## config.mk

```make
export PLATFORM = sky130hd
export DESIGN_NAME = gpio_regfile_irq
export DESIGN_NICKNAME = d
export VERILOG_FILES = /design/src/rtl/gpio_regfile_irq.sv
export SDC_FILE = /design/constraint.sdc
export NUM_CORES = 1
export LEC_CHECK = 0
export ABC_AREA = 1
export BUFFER_PORTS_ARGS = -buffer_cell sky130_fd_sc_hd__buf_2
export CORE_UTILIZATION = 51
export DETAILED_ROUTE_END_ITERATION = 10
export GPL_ROUTABILITY_DRIVEN = 0
export PLACE_DENSITY = 0.76
export SYNTH_ARGS = -nofsm -noshare
export SYNTH_HDL_FRONTEND = slang
export SYNTH_SLANG_ARGS = --single-unit
```

## constraint.sdc

```tcl
create_clock -name clock -period 1.4 [get_ports clock]
set_input_delay 0.21 -clock clock [delete_from_list [all_inputs] [get_ports clock]]
set_output_delay 0.21 -clock clock [all_outputs]
set_load 0.01 [all_outputs]
```

## src/rtl/gpio_regfile_irq.sv

```systemverilog
// rtl/gpio_regfile_irq.sv - parametrised GPIO register file with synchronised inputs and edge interrupts
module gpio_regfile_irq #(
  parameter int GPIO_W      = 16,
  parameter int SYNC_STAGES = 2
) (
  input  logic              clock,
  input  logic              reset,
  input  logic [2:0]        addr,
  input  logic [3:0]        wben,
  input  logic              r_wn,
  input  logic [31:0]       wdata,
  input  logic [GPIO_W-1:0] ro_gpio_pinstate,
  output logic [31:0]       rdata,
  output logic [GPIO_W-1:0] rf_gpio_tristate,
  output logic [GPIO_W-1:0] rf_gpio_datareg,
  output logic [GPIO_W-1:0] rf_gpio_interrupt_mask,
  output logic              irq
);

  localparam logic [2:0] ARM_MAX    = 3'(SYNC_STAGES + 1);
  localparam logic [2:0] A_TRISTATE = 3'd0;
  localparam logic [2:0] A_DATAREG  = 3'd1;
  localparam logic [2:0] A_PINSTATE = 3'd2;
  localparam logic [2:0] A_INT_MASK = 3'd3;
  localparam logic [2:0] A_INT_STAT = 3'd4;
  localparam logic [2:0] A_INT_TYPE = 3'd5;
  localparam logic [2:0] A_INT_ANY  = 3'd6;
  localparam logic [2:0] A_TOGGLE   = 3'd7;

  logic [GPIO_W-1:0]             tristate_q, datareg_q, mask_q, status_q, type_q, any_q;
  logic [SYNC_STAGES*GPIO_W-1:0] sync_chain;
  logic [GPIO_W-1:0]             sync_q, prev_q, rise, fall, edge_evt, status_clr;
  logic [2:0]                    arm_cnt;
  logic                          armed;
  logic [31:0]                   byte_mask;
  logic [GPIO_W-1:0]             wmask, wval;
  logic                          wr_en;
  logic [GPIO_W-1:0]             rd_sel;
  logic [31:0]                   rd_ext;
  logic                          unused_hi;

  assign byte_mask = {{8{wben[3]}}, {8{wben[2]}}, {8{wben[1]}}, {8{wben[0]}}};
  assign wmask     = byte_mask[GPIO_W-1:0];
  assign wval      = wdata[GPIO_W-1:0] & wmask;
  assign wr_en     = ~r_wn & (|wben);
  assign unused_hi = ^{wdata, byte_mask};

  // Oldest slice of the shift chain is the fully synchronised pin value.
  assign sync_q = sync_chain[SYNC_STAGES*GPIO_W-1 -: GPIO_W];
  assign armed  = (arm_cnt == ARM_MAX);
  assign rise   = sync_q & ~prev_q;
  assign fall   = ~sync_q & prev_q;
  assign edge_evt = armed ? ((any_q & (rise | fall)) |
                             (~any_q & ((type_q & fall) | (~type_q & rise)))) : '0;
  assign status_clr = (wr_en && addr == A_INT_STAT) ? wval : '0;

  assign rf_gpio_tristate       = tristate_q;
  assign rf_gpio_datareg        = datareg_q;
  assign rf_gpio_interrupt_mask = mask_q;

  always_comb begin
    rd_sel = '0;
    case (addr)
      A_TRISTATE: rd_sel = tristate_q;
      A_DATAREG:  rd_sel = datareg_q;
      A_PINSTATE: rd_sel = sync_q;
      A_INT_MASK: rd_sel = mask_q;
      A_INT_STAT: rd_sel = status_q;
      A_INT_TYPE: rd_sel = type_q;
      A_INT_ANY:  rd_sel = any_q;
      default:    rd_sel = '0;
    endcase
  end

  always_comb begin
    rd_ext = '0;
    rd_ext[GPIO_W-1:0] = rd_sel;
  end

  always_ff @(posedge clock or negedge reset) begin
    if (!reset) begin
      tristate_q <= '0;
      datareg_q  <= '0;
      mask_q     <= '0;
      status_q   <= '0;
      type_q     <= '0;
      any_q      <= '0;
      sync_chain <= '0;
      prev_q     <= '0;
      arm_cnt    <= '0;
      rdata      <= '0;
      irq        <= 1'b0;
    end else begin
      sync_chain <= {sync_chain[(SYNC_STAGES-1)*GPIO_W-1:0], ro_gpio_pinstate};
      prev_q     <= sync_q;
      if (!armed) arm_cnt <= arm_cnt + 3'd1;
      // A new event beats a simultaneous W1C so no edge is ever lost.
      status_q <= (status_q & ~status_clr) | edge_evt;
      irq      <= |(status_q & mask_q);
      if (r_wn) rdata <= rd_ext;
      if (wr_en) begin
        case (addr)
          A_TRISTATE: tristate_q <= (tristate_q & ~wmask) | wval;
          A_DATAREG:  datareg_q  <= (datareg_q & ~wmask) | wval;
          A_INT_MASK: mask_q     <= (mask_q & ~wmask) | wval;
          A_INT_TYPE: type_q     <= (type_q & ~wmask) | wval;
          A_INT_ANY:  any_q      <= (any_q & ~wmask) | wval;
          A_TOGGLE:   datareg_q  <= datareg_q ^ wval;
          default: ;
        endcase
      end
    end
  end

endmodule

```

Yosys cells after proc, flatten, opt, wreduce, memory -nomap -nowiden

Cells that the tools add are included.

Mux-type cells: 4
Bitwise logic cells: 32
Reductions and logical operators: 10
Eq/ne operators: 8
$add $sub $neg: 1

Operator list:

| operator                                            | count |
|---|---|
| AND 16 bit                                          | 14 |
| bitwise OR 16 bit                                   | 9 |
| case mux 16 bit (7 select lines)                    | 1 |
| NOT 16 bit                                          | 6 |
| two-way mux 16 bit                                  | 2 |
| case mux 16 bit (2 select lines)                    | 1 |
| OR reduction 16 bit                                 | 1 |
| bitwise XOR 16 bit                                  | 1 |
| equality test 3 bit, second input constant          | 4 |
| AND reduction 2 bit                                 | 5 |
| equality test 3 x 2 -> 1 bit, second input constant | 3 |
| OR reduction 4 bit                                  | 1 |
| adder 3 x 1 -> 3 bit, second input constant         | 1 |
| equality test 3 x 1 -> 1 bit, second input constant | 1 |
| zero test 3 bit                                     | 1 |
| nonzero test 2 bit                                  | 1 |
| AND 1 bit                                           | 1 |
| logical AND 1 bit                                   | 1 |
| NOT 1 bit                                           | 1 |

Flip-flop bits (word level): 164

Longest topological paths before layout

Gate-level depths: netlist of run 1.

Depth in word-level cells: 8
Gate-level depth with buffers: 10
Mapped depth without buffers: 8

Worst setup path after synthesis of run 1

OpenSTA, ideal clock, no wires.

Path type: reg-to-reg
Start: reg arm_cnt[0]
End: reg arm_cnt[1]
Slack: 0.001 ns
Data required time: 1.275 ns
Path buffers: 1
Stages on the path, launching flop included: 5
Clock period less this slack: 1.399 ns
Arrival: 1.274 ns
Cells stage by stage: dfrtp_1 ha_1 ha_1 clkbuf_1 mux2_2

Longest elaborated chain between the ends: 1

Ends and longest elaborated chain:

| item                                                                        | line   | RTL |
|---|---|---|
| start: declaration                                                          | 33     | `logic [2:0] arm_cnt;` |
| start signal: assignment                                                    | 96     | `if (!armed) arm_cnt <= arm_cnt + 3'd1;` |
| adder 3 x 1 -> 3 bit / equality test 3 x 2 -> 1 bit (equally long branches) | 96, 50 |  |

Several ways; a longest one is shown, not always the timed one.
A chain may end at the register's enable or synchronous reset.

Worst setup path after layout of run 1

Start: reg arm_cnt[0]
End: reg status_q[4]

Longest elaborated chain between the ends: 3

Ends and longest elaborated chain:

| item                         | line | RTL |
|---|---|---|
| equality test 3 x 2 -> 1 bit | 50   | `assign armed = (arm_cnt == ARM_MAX);` |
| two-way mux 16 bit           | 53   | `assign edge_evt = armed ? ((any_q & (rise \| fall)) \|` |
| bitwise OR 16 bit            | 98   | `status_q <= (status_q & ~status_clr) \| edge_evt;` |
| end signal: assignment       | 98   |  |
| end: declaration             | 30   | `logic [GPIO_W-1:0] tristate_q, datareg_q, mask_q, status_q, type_q, any_q;` |

Every way passes these cells.

==> results.tsv, run 1 <==
metric	value	unit
port_buffers	106	
synth_cell_types	28	
dp_hpwl	16700	um
setup_viol	0	
regToRegEndpoint	status_q[4]	
ys.flop_type	dfrtp_1	
dpl_cell_area	0.00958	sq mm
ys_ff_latch	164	
grt_pass1_wl	36200	um
grt_pass1_vias	6888	
cts_tree	done	
cts.sinks	164	
r2r_cells	5	
drt-wirelength-per-cell	15.4	um
critPathBufInv	1	
irDropWorstVdd	0.000912	V
path_cells	ha_1 > ha_2 > buf_12 > nand3_1 > nand2_1	
grt_max_degree	41	
synth_area_per_cell	7.76	sq um
crit_arrival	1.59	ns
start_util	52.9	%
finalHoldViolations	0	
grt_antenna_before_repair	1	
worstReg2RegStart	arm_cnt[0]	
drt-pass1-iter-count	5	
cts_root_buffer	clkbuf_16	
cts-buffers-inserted	17	
floorplan.die.width	131	um
synth_top_cell_area_share	48.2	%
ys_seq_area_share	48.2	%
synthArstFlopShare	100	%
first_iter_violations	700	
antenna_left	0	
status	finished clean	
post_cts_buffers	0	
syn2layout_area_growth	21.2	%
clk_pin_slew_worst_paths	0.06	ns
num_antenna_cells	0	
setup_ws	0.132	ns
detailedPlace.worstSlack	-0.115	ns
period_minus_slack	1.27	ns
rsz0062_at_grt	false	
cp_top_family	adder cells	
r2r_slack	0.13	ns
cp_max_fo	16	
final_nets	1341	
yosys_warnings	0	
power.leakage	0.00575	uW
finalCritPeriodShare	90.6	%
drc	0	
path_class	flip-flop to flip-flop	
drv_slew	0	
worst_pin_slew	0.701	ns
wirelength	22700	um
max_slew_margin	53.0	%
synth.most_common_cell	nand2_1	
finalClockSkew	0.00474	ns
cp-end-kind	flip-flop	
synthCells	1098	
drt-vias-per-instance	5.15	
synth-edff-count	0	
powerDensity	1280	mW/mm^2
drive_gt1_share	17.1	%
synth_largest_area_cell	dfrtp_1	
fmax	788	MHz
num_io_pins	139	
syn_area	0.00852	sq mm
core	0.0161	sq mm
htree_levels	4	
clockBufferDepth	2	
die_y	131	um
maxCapViolations	0	
hold_path_startpoint	wdata[1]	
grt.total_usage	27.2	%
overflow	0	
hold_depth	3	
cpPeakStageDelay	0.40	ns
critPathSlowestCell	dfrtp_1	
final_area	0.0103	sq mm
num_vias	7610	
worstHoldPathType	primary input to flip-flop	
synth.area.top_cells	dfrtp_1 48%, nand2_1 22%, ha_1 5.0%, nand4_1 4.8%, inv_1 3.6%	
setup.worst_path.start_class	flip-flop	
rows	46	
dieArea	0.0172	sq mm
cp_data_required_time	1.72	ns
netlist_top_cells_count	507 x nand2_1, 164 x dfrtp_1, 82 x inv_1	
clock_latency	0.43	ns
==> metal layers <==
metal  global-route usage (%)  vias to the layer above  wire, um
met2                     40.9                      333     10000
met5                        0                        -        13
met3                     6.02                       38      2070
met1                     38.5                     3511     10200
met4                     10.3                        2       431
li1                         -                     3726         -
==> final cells by class <==
cell class | count | area, sq um
Tap cell | 216 | 270
Timing Repair Buffer | 173 | 1210
Fill cell | 1361 | 5790
Multi-Input combinational cell | 805 | 3830
Clock inverter | 9 | 104
Clock buffer | 22 | 474
Sequential cell | 164 | 4100
Inverter | 88 | 333
==> placed cells by master (no fill, tap or decap), types with 16 or more instances in the layout <==
cell / Yosys / routed
a21oi_1: 16 / 16
buf_2: 14 / 105
buf_4: 19 / 40
clkbuf_16: 0 / 17
conb_1: 1 / 16
dfrtp_1: 164 / 164
dlygate4sd3_1: 0 / 17
ha_1: 34 / 33
inv_1: 82 / 82
nand2_1: 507 / 507
nand3_1: 57 / 57
nand4_1: 65 / 65
nor2_1: 51 / 51
o21ai_0: 17 / 17
==> worst max-delay path by stage <==
stage / startpoint / to / slack, ns / cells past startpoint
6_report: arm_cnt[0] / status_q[4] / 0.13 / 5
5_1_grt: sync_chain[21] / status_q[5] / 0.03 / 6
4_1_cts: arm_cnt[0] / status_q[2] / 0.05 / 5
3_5_place_dp: addr[1] / flip-flop / -0.11 / 6
3_3_place_gp: addr[1] / flip-flop / -0.07 / 6
2_1_floorplan: arm_cnt[0] / arm_cnt[1] / 0.001 / 4
==> worst min-delay path, cell delays in order <==
cell and delay [ns]:
buf_2 0.14, nand2_1 0.07, nand2_1 0.04
==> stage by stage <==
stage                     power, uW  hold WS, ns  instances  util, %  TNS [ns]
after floorplan                7450      -0.0856       1113        -         0
after global placement         8490        0.145       1429     59.4     -1.51
after detailed placement       8580        0.148       1429     59.4     -2.83
after CTS                     13200       0.0455       1477     64.1         0
after global routing          13800       0.0557       1477     64.1         0
final                         13200       0.0631       1477     64.1         0
==> logic make-up (layout without fill, tap and decap cells) <==
logic type | Yosys count | count (layout) | synth area share [%]
multiplexers | 1 | 1 | 0.132
AND/OR/NAND/NOR | 704 | 704 | 35.5
other | 1 | 16 | 0.0440
XOR/XNOR | 17 | 17 | 1.75
buffers and inverters | 144 | 292 | 7.51
flip-flops | 164 | 164 | 48.2
adder cells (fa/ha/maj) | 34 | 34 | 4.99
AO/OA/AOI/OAI | 33 | 33 | 1.94
==> power breakdown <==
group	switching (uW)	total, uW	internal, uW
registers	674	6050	5380
clock network	1840	4590	2740
logic	1500	2530	1030
total	4010	13200	9150
==> repair_timing <==
| action | CTS | global route |
|---|---|---|
| hold endpoints to repair | 49 | 0 |
| gates resized for setup | 0 | 1 |
| endpoints found under the setup margin | 0 | 2 |
| hold buffers | 17 | 0 |
Note: power is estimated with default switching activity, not from simulation.
==> inputs of run 2 (changes only) <==
--- a/config.mk
+++ b/config.mk
@@ -5,12 +5,11 @@
 export SDC_FILE = /design/constraint.sdc
 export NUM_CORES = 1
 export LEC_CHECK = 0
-export ABC_AREA = 1
 export BUFFER_PORTS_ARGS = -buffer_cell sky130_fd_sc_hd__buf_2
 export CORE_UTILIZATION = 51
 export DETAILED_ROUTE_END_ITERATION = 10
 export GPL_ROUTABILITY_DRIVEN = 0
-export PLACE_DENSITY = 0.76
+export PLACE_DENSITY = 0.77
 export SYNTH_ARGS = -nofsm -noshare
 export SYNTH_HDL_FRONTEND = slang
 export SYNTH_SLANG_ARGS = --single-unit
==> results.tsv, run 2 <==
metric	value	unit
most-common-layout-cells	164 x dfrtp_1, 103 x buf_2, 88 x buf_4, 55 x nand2_1, 54 x mux2_2	
core	0.0147	sq mm
drt-wirelength-per-cell	20.2	um
grt_pass1_vias	6398	
wirelength	21300	um
maxCapViolations	0	
finalHoldViolations	0	
synthArstFlopShare	100	%
cts_tree	done	
final_nets	952	
synth_largest_area_cell	dfrtp_1	
ys_ff_latch	164	
grt.total_usage	28.2	%
regToRegEndpoint	rdata[10]	
p_sw	4110	uW
synth_cell_types	46	
worstReg2RegStart	sync_chain[26]	
drv_slew	0	
max_slew_margin	62.2	%
drt-vias-per-instance	5.90	
power_frac_seq	45.3	%
crit_arrival	1.73	ns
setup_viol	1	
first_iter_violations	613	
floorplan.die.width	125	um
critPathCapture	rdata[10]	
path_cells	mux4_2 > nor2_2 > a21oi_2 > mux2_4	
drc	9	
path_class	flip-flop to flip-flop	
powerDensity	1370	mW/mm^2
r2r_cells	4	
irDropWorstVdd	0.00106	V
grt_pass1_wl	33800	um
antenna_left	0	
ys.flop_type	dfrtp_1	
clock_latency	0.43	ns
num_io_pins	139	
pwr-share-clk	34.5	%
cp-end-kind	flip-flop	
intPower	9630	uW
synthCells	655	
critPathBufInv	0	
worst_pin_slew	0.565	ns
synth_top_cell_area_share	52.8	%
num_vias	6239	
overflow	0	
r2r_slack	-0.02	ns
critPathSlowestCell	mux4_2	
ys_seq_area_share	52.8	%
yosys_warnings	0	
rows	44	
cpPeakStageDelay	0.48	ns
grt_antenna_before_repair	0	
finalCritPeriodShare	101	%
worstHoldPathType	primary input to flip-flop	
dp_hpwl	15300	um
detailedPlace.worstSlack	-0.278	ns
drt-pass1-iter-count	8	
cts-buffers-inserted	17	
worst-path-stages	4	
die_y	125	um
cts.sinks	164	
rsz0062_at_grt	true	
status	finished, violations left	
synth_area_per_cell	11.9	sq um
power.leakage	0.00473	uW
dieArea	0.0157	sq mm
p_sw_share	29.9	%
finalSetupTns	-0.0179	ns
finalClockSkew	0.00903	ns
violations	design-rule violations, negative setup slack	
num_antenna_cells	0	
setup_ws	-0.0179	ns
setup.worst_path.start_class	flip-flop	
syn_area	0.00777	sq mm
period_minus_slack	1.42	ns
synth.most_common_cell	dfrtp_1	
whs	0.0867	ns
fin_util	68.2	%
final_common_cell	dfrtp_1	
cp_max_fo	4	
clockBufferDepth	2	
power_frac_comb	20.2	%
cp_data_required_time	1.71	ns
start_util	52.9	%
grt_max_degree	43	
clk_pin_slew_worst_paths	0.07	ns
port_buffers	104	
synth-edff-count	0	
fmax	705	MHz
htree_levels	4	
cp_top_family	multiplexers	
cts_root_buffer	clkbuf_16	
drive_gt1_share	38.4	%
crit_start	sync_chain[26]	
synth.area.top_cells	dfrtp_1 53%, mux2_2 9.0%, ha_1 5.5%, a21oi_1 2.9%, nand2_1 2.7%	
netlist_top_cells_count	164 x dfrtp_1, 62 x mux2_2, 56 x nand2_1	
syn2layout_area_growth	28.9	%
==> run 2: cell families (layout without fill, tap and decap cells) <==
logic type / Yosys count / after routing / synth area share (%)
AND/OR/NAND/NOR: 137 / 137 / 9.74
buffers and inverters: 86 / 289 / 5.37
other: 1 / 16 / 0.0482
flip-flops: 164 / 164 / 52.8
adder cells (fa/ha/maj): 34 / 34 / 5.47
multiplexers: 88 / 88 / 13.5
AO/OA/AOI/OAI: 143 / 143 / 12.9
XOR/XNOR: 2 / 2 / 0.225
==> run 2: routing by layer <==
metal / up-vias / GRT usage [%] / wire, um
li1: 2740 / - / -
met1: 3182 / 35.8 / 8570
met2: 264 / 47.0 / 10600
met3: 53 / 6.16 / 1560
met4: 0 / 11.1 / 604
met5: - / 0 / 0
==> run 2: power by group through the flow <==
| stage | Combinational, uW | Sequential [uW] | Clock, uW |
|---|---|---|---|
| after floorplan | 1340 | 6230 | 0 |
| after global placement | 2530 | 6180 | 0 |
| after detailed placement | 2640 | 6240 | 0 |
| after CTS | 2700 | 6170 | 4780 |
| after global routing | 3020 | 6300 | 4960 |
| final | 2770 | 6220 | 4750 |
==> run 2: worst register-to-register path: stages, from the launching register on <==
cell and delay, ns:
dfrtp_1 0.41, mux4_2 0.48, nor2_2 0.12, a21oi_2 0.04, mux2_4 0.26
==> run 2: how the worst min path moves through the flow <==
stage	startpoint	end	slack, ns	cells past startpoint
3_5_place_dp	reset	sync_chain[11]	0.17	1
6_report	wdata[14]	flip-flop	0.09	3
2_1_floorplan	reset	async pin	-0.09	0
4_1_cts	wdata[14]	flip-flop	0.08	3
5_1_grt	wdata[4]	flip-flop	0.11	2
3_3_place_gp	reset	sync_chain[11]	0.16	1
==> run 2: layout make-up <==
type	count	area, sq um
inverters	41	154
flip-flops and latches	164	4100
well taps	184	230
clock inverters	13	148
fillers	1047	4680
repair buffers	216	1490
multi-input cells	420	3440
clock buffers	19	453
==> run 2: stage by stage <==
step | cell area [sq um] | total power, uW | std cells
finish | 10000 | 13700 | 1057
global route | 10000 | 14300 | 1057
CTS | 9910 | 13700 | 1053
detailed placement | 9110 | 8880 | 1002
global placement | 9110 | 8710 | 1002
floorplan | 7900 | 7570 | 670
==> run 2: repair_timing <==
action / in CTS / in global routing
hold buffers: 17 / 0
endpoints found under the setup margin: 5 / 16
hold endpoints to repair: 49 / 0
setup buffers: 2 / 4
pin swaps: 2 / 10
gates cloned: 0 / 0
resized for setup: 3 / 19
==> inputs of run 3 (changes only) <==
--- a/config.mk
+++ b/config.mk
@@ -6,6 +6,7 @@
 export NUM_CORES = 1
 export LEC_CHECK = 0
 export BUFFER_PORTS_ARGS = -buffer_cell sky130_fd_sc_hd__buf_2
+export CORE_MARGIN = 2
 export CORE_UTILIZATION = 51
 export DETAILED_ROUTE_END_ITERATION = 10
 export GPL_ROUTABILITY_DRIVEN = 0
==> results.tsv, run 3 (synthesis gave the netlist of run 2 again) <==
metric	value	unit
finalHoldViolations	0	
path_class	flip-flop to flip-flop	
drt-vias-per-instance	5.93	
final_area	0.00992	sq mm
finalClockSkew	0.00862	ns
period_minus_slack	1.39	ns
cts_root_buffer	clkbuf_16	
dpl_cell_area	0.00903	sq mm
antenna_left	0	
drt-met1-wl	8880	um
intPower	9720	uW
num_antenna_cells	0	
cp-end-kind	flip-flop	
floorplan.die.width	127	um
power_frac_comb	19.8	%
critPathBufInv	0	
drt-wirelength-per-cell	20.5	um
wirelength	21600	um
setup.worst_path.start_class	flip-flop	
critPathSlowestCell	mux4_2	
htree_levels	4	
power_frac_seq	44.8	%
grt_max_degree	41	
power	13800	uW
wl_met2	10700	um
final_nets	942	
drive_gt1_share	37.0	%
power.leakage	0.00467	uW
p_sw_share	29.8	%
syn2layout_area_growth	27.5	%
powerDensity	1400	mW/mm^2
rsz0062_at_grt	true	
core	0.0150	sq mm
dieArea	0.0162	sq mm
path_cells	mux4_2 > nor2_1 > a21oi_1 > mux2_4	
grt_pass1_wl	34000	um
irDropWorstVdd	0.000962	V
most-common-layout-cells	164 x dfrtp_1, 103 x buf_2, 80 x buf_4, 55 x nand2_1, 54 x mux2_2	
start_util	51.7	%
stdcell_count	1051	
cp_max_fo	4	
num_io_pins	139	
max_slew_margin	64.1	%
first_iter_violations	602	
maxCapViolations	0	
worstHoldPathType	primary input to flip-flop	
cp_top_family	multiplexers	
status	finished clean	
cts-buffers-inserted	17	
drc	0	
drv_slew	0	
fillCellCount	1105	
rows	45	
top_layer	met4	
grt_pass1_vias	6352	
cts_tree	done	
die_y	127	um
fmax	719	MHz
routed-wl-met3	1390	um
grt.total_usage	27.3	%
p_sw	4120	uW
clock_latency	0.43	ns
finalCritPeriodShare	99.3	%
cpPeakStageDelay	0.46	ns
cts.sinks	164	
crit_arrival	1.70	ns
dp_hpwl	15300	um
grt_antenna_before_repair	0	
port_buffers	104	
clk_pin_slew_worst_paths	0.06	ns
setup_viol	0	
pwr-share-clk	35.4	%
drt-pass1-iter-count	5	
place_inst	997	
worst_pin_slew	0.537	ns
overflow	0	
num_vias	6230	
final_common_cell	dfrtp_1	
cp_data_required_time	1.71	ns
clockBufferDepth	2	
run 3: cell count changes in the layout (fill, tap and decap cells not counted), moves of 3 or more:
cell,before,now
buf_4,88,80
a211oi_1,6,12
a211oi_2,12,6
ha_1,31,27
ha_2,3,7
a21oi_1,42,45
a21oi_2,3,0
run 3: worst register-to-register path: stages (launching register included):
cell and delay, ns:
dfrtp_1 0.41, mux4_2 0.46, nor2_1 0.09, a21oi_1 0.05, mux2_4 0.26
run 3: final timing paths:
kind	cells after the start	slack (ns)	end	start
hold reg to reg	0	0.34	sync_chain[24]	sync_chain[8]
max in group asynchronous	3	0.60	sync_chain[28]	reset
setup reg to reg	4	0.01	rdata[10]	sync_chain[26]
hold / removal	2	0.09	flip-flop	wdata[4]
setup / recovery	4	0.01	rdata[10]	sync_chain[26]
min in group asynchronous	2	0.26	sync_chain[3]	reset
run 3: what timing repair did:
action,4_1_cts,5_1_grt
endpoints found under the setup margin,14,16
endpoints found under the hold margin,43,0
gates resized for setup,2,14
buffers inserted,2,3
cloned,0,0
pin swaps,1,8
hold buffers,17,0
run 3: area by class of cell:
cell class / count / area [sq um] / share of cell area, %
Clock buffer: 18 / 439 / 4.43
Clock inverter: 14 / 178 / 1.79
Inverter: 41 / 154 / 1.55
Multi-Input combinational cell: 420 / 3410 / 34.4
Sequential cell: 164 / 4100 / 41.4
Tap cell: 188 / 235 / 2.37
Timing Repair Buffer: 206 / 1400 / 14.1
run 3: layer usage:
layer	GRT usage [%]	up-vias
met5	0	-
met4	11.4	0
met3	6.49	67
met2	43.9	299
met1	35.9	3141
li1	-	2723
run 3: stage by stage:
| stage | utilization, % | hold slack [ns] | TNS (ns) | setup WS, ns |
|---|---|---|---|---|
| after floorplan | - | -0.0856 | -1.14 | -0.0848 |
| after global placement | 60.1 | 0.136 | -13.70 | -0.236 |
| after detailed placement | 60.1 | 0.144 | -17.25 | -0.333 |
| after CTS | 65.5 | 0.0798 | 0 | 0.000473 |
| after global routing | 66.0 | 0.0965 | -0.118 | -0.0404 |
| final | 66.0 | 0.0857 | 0 | 0.00958 |
run 3: power by group through the flow:
stage / Clock, uW / Sequential, uW / Combinational [uW]
6_report: 4900 / 6190 / 2740
5_1_grt: 5150 / 6280 / 2980
2_1_floorplan: 0 / 6230 / 1340
3_3_place_gp: 0 / 6170 / 2530
4_1_cts: 4930 / 6160 / 2700
3_5_place_dp: 0 / 6230 / 2640
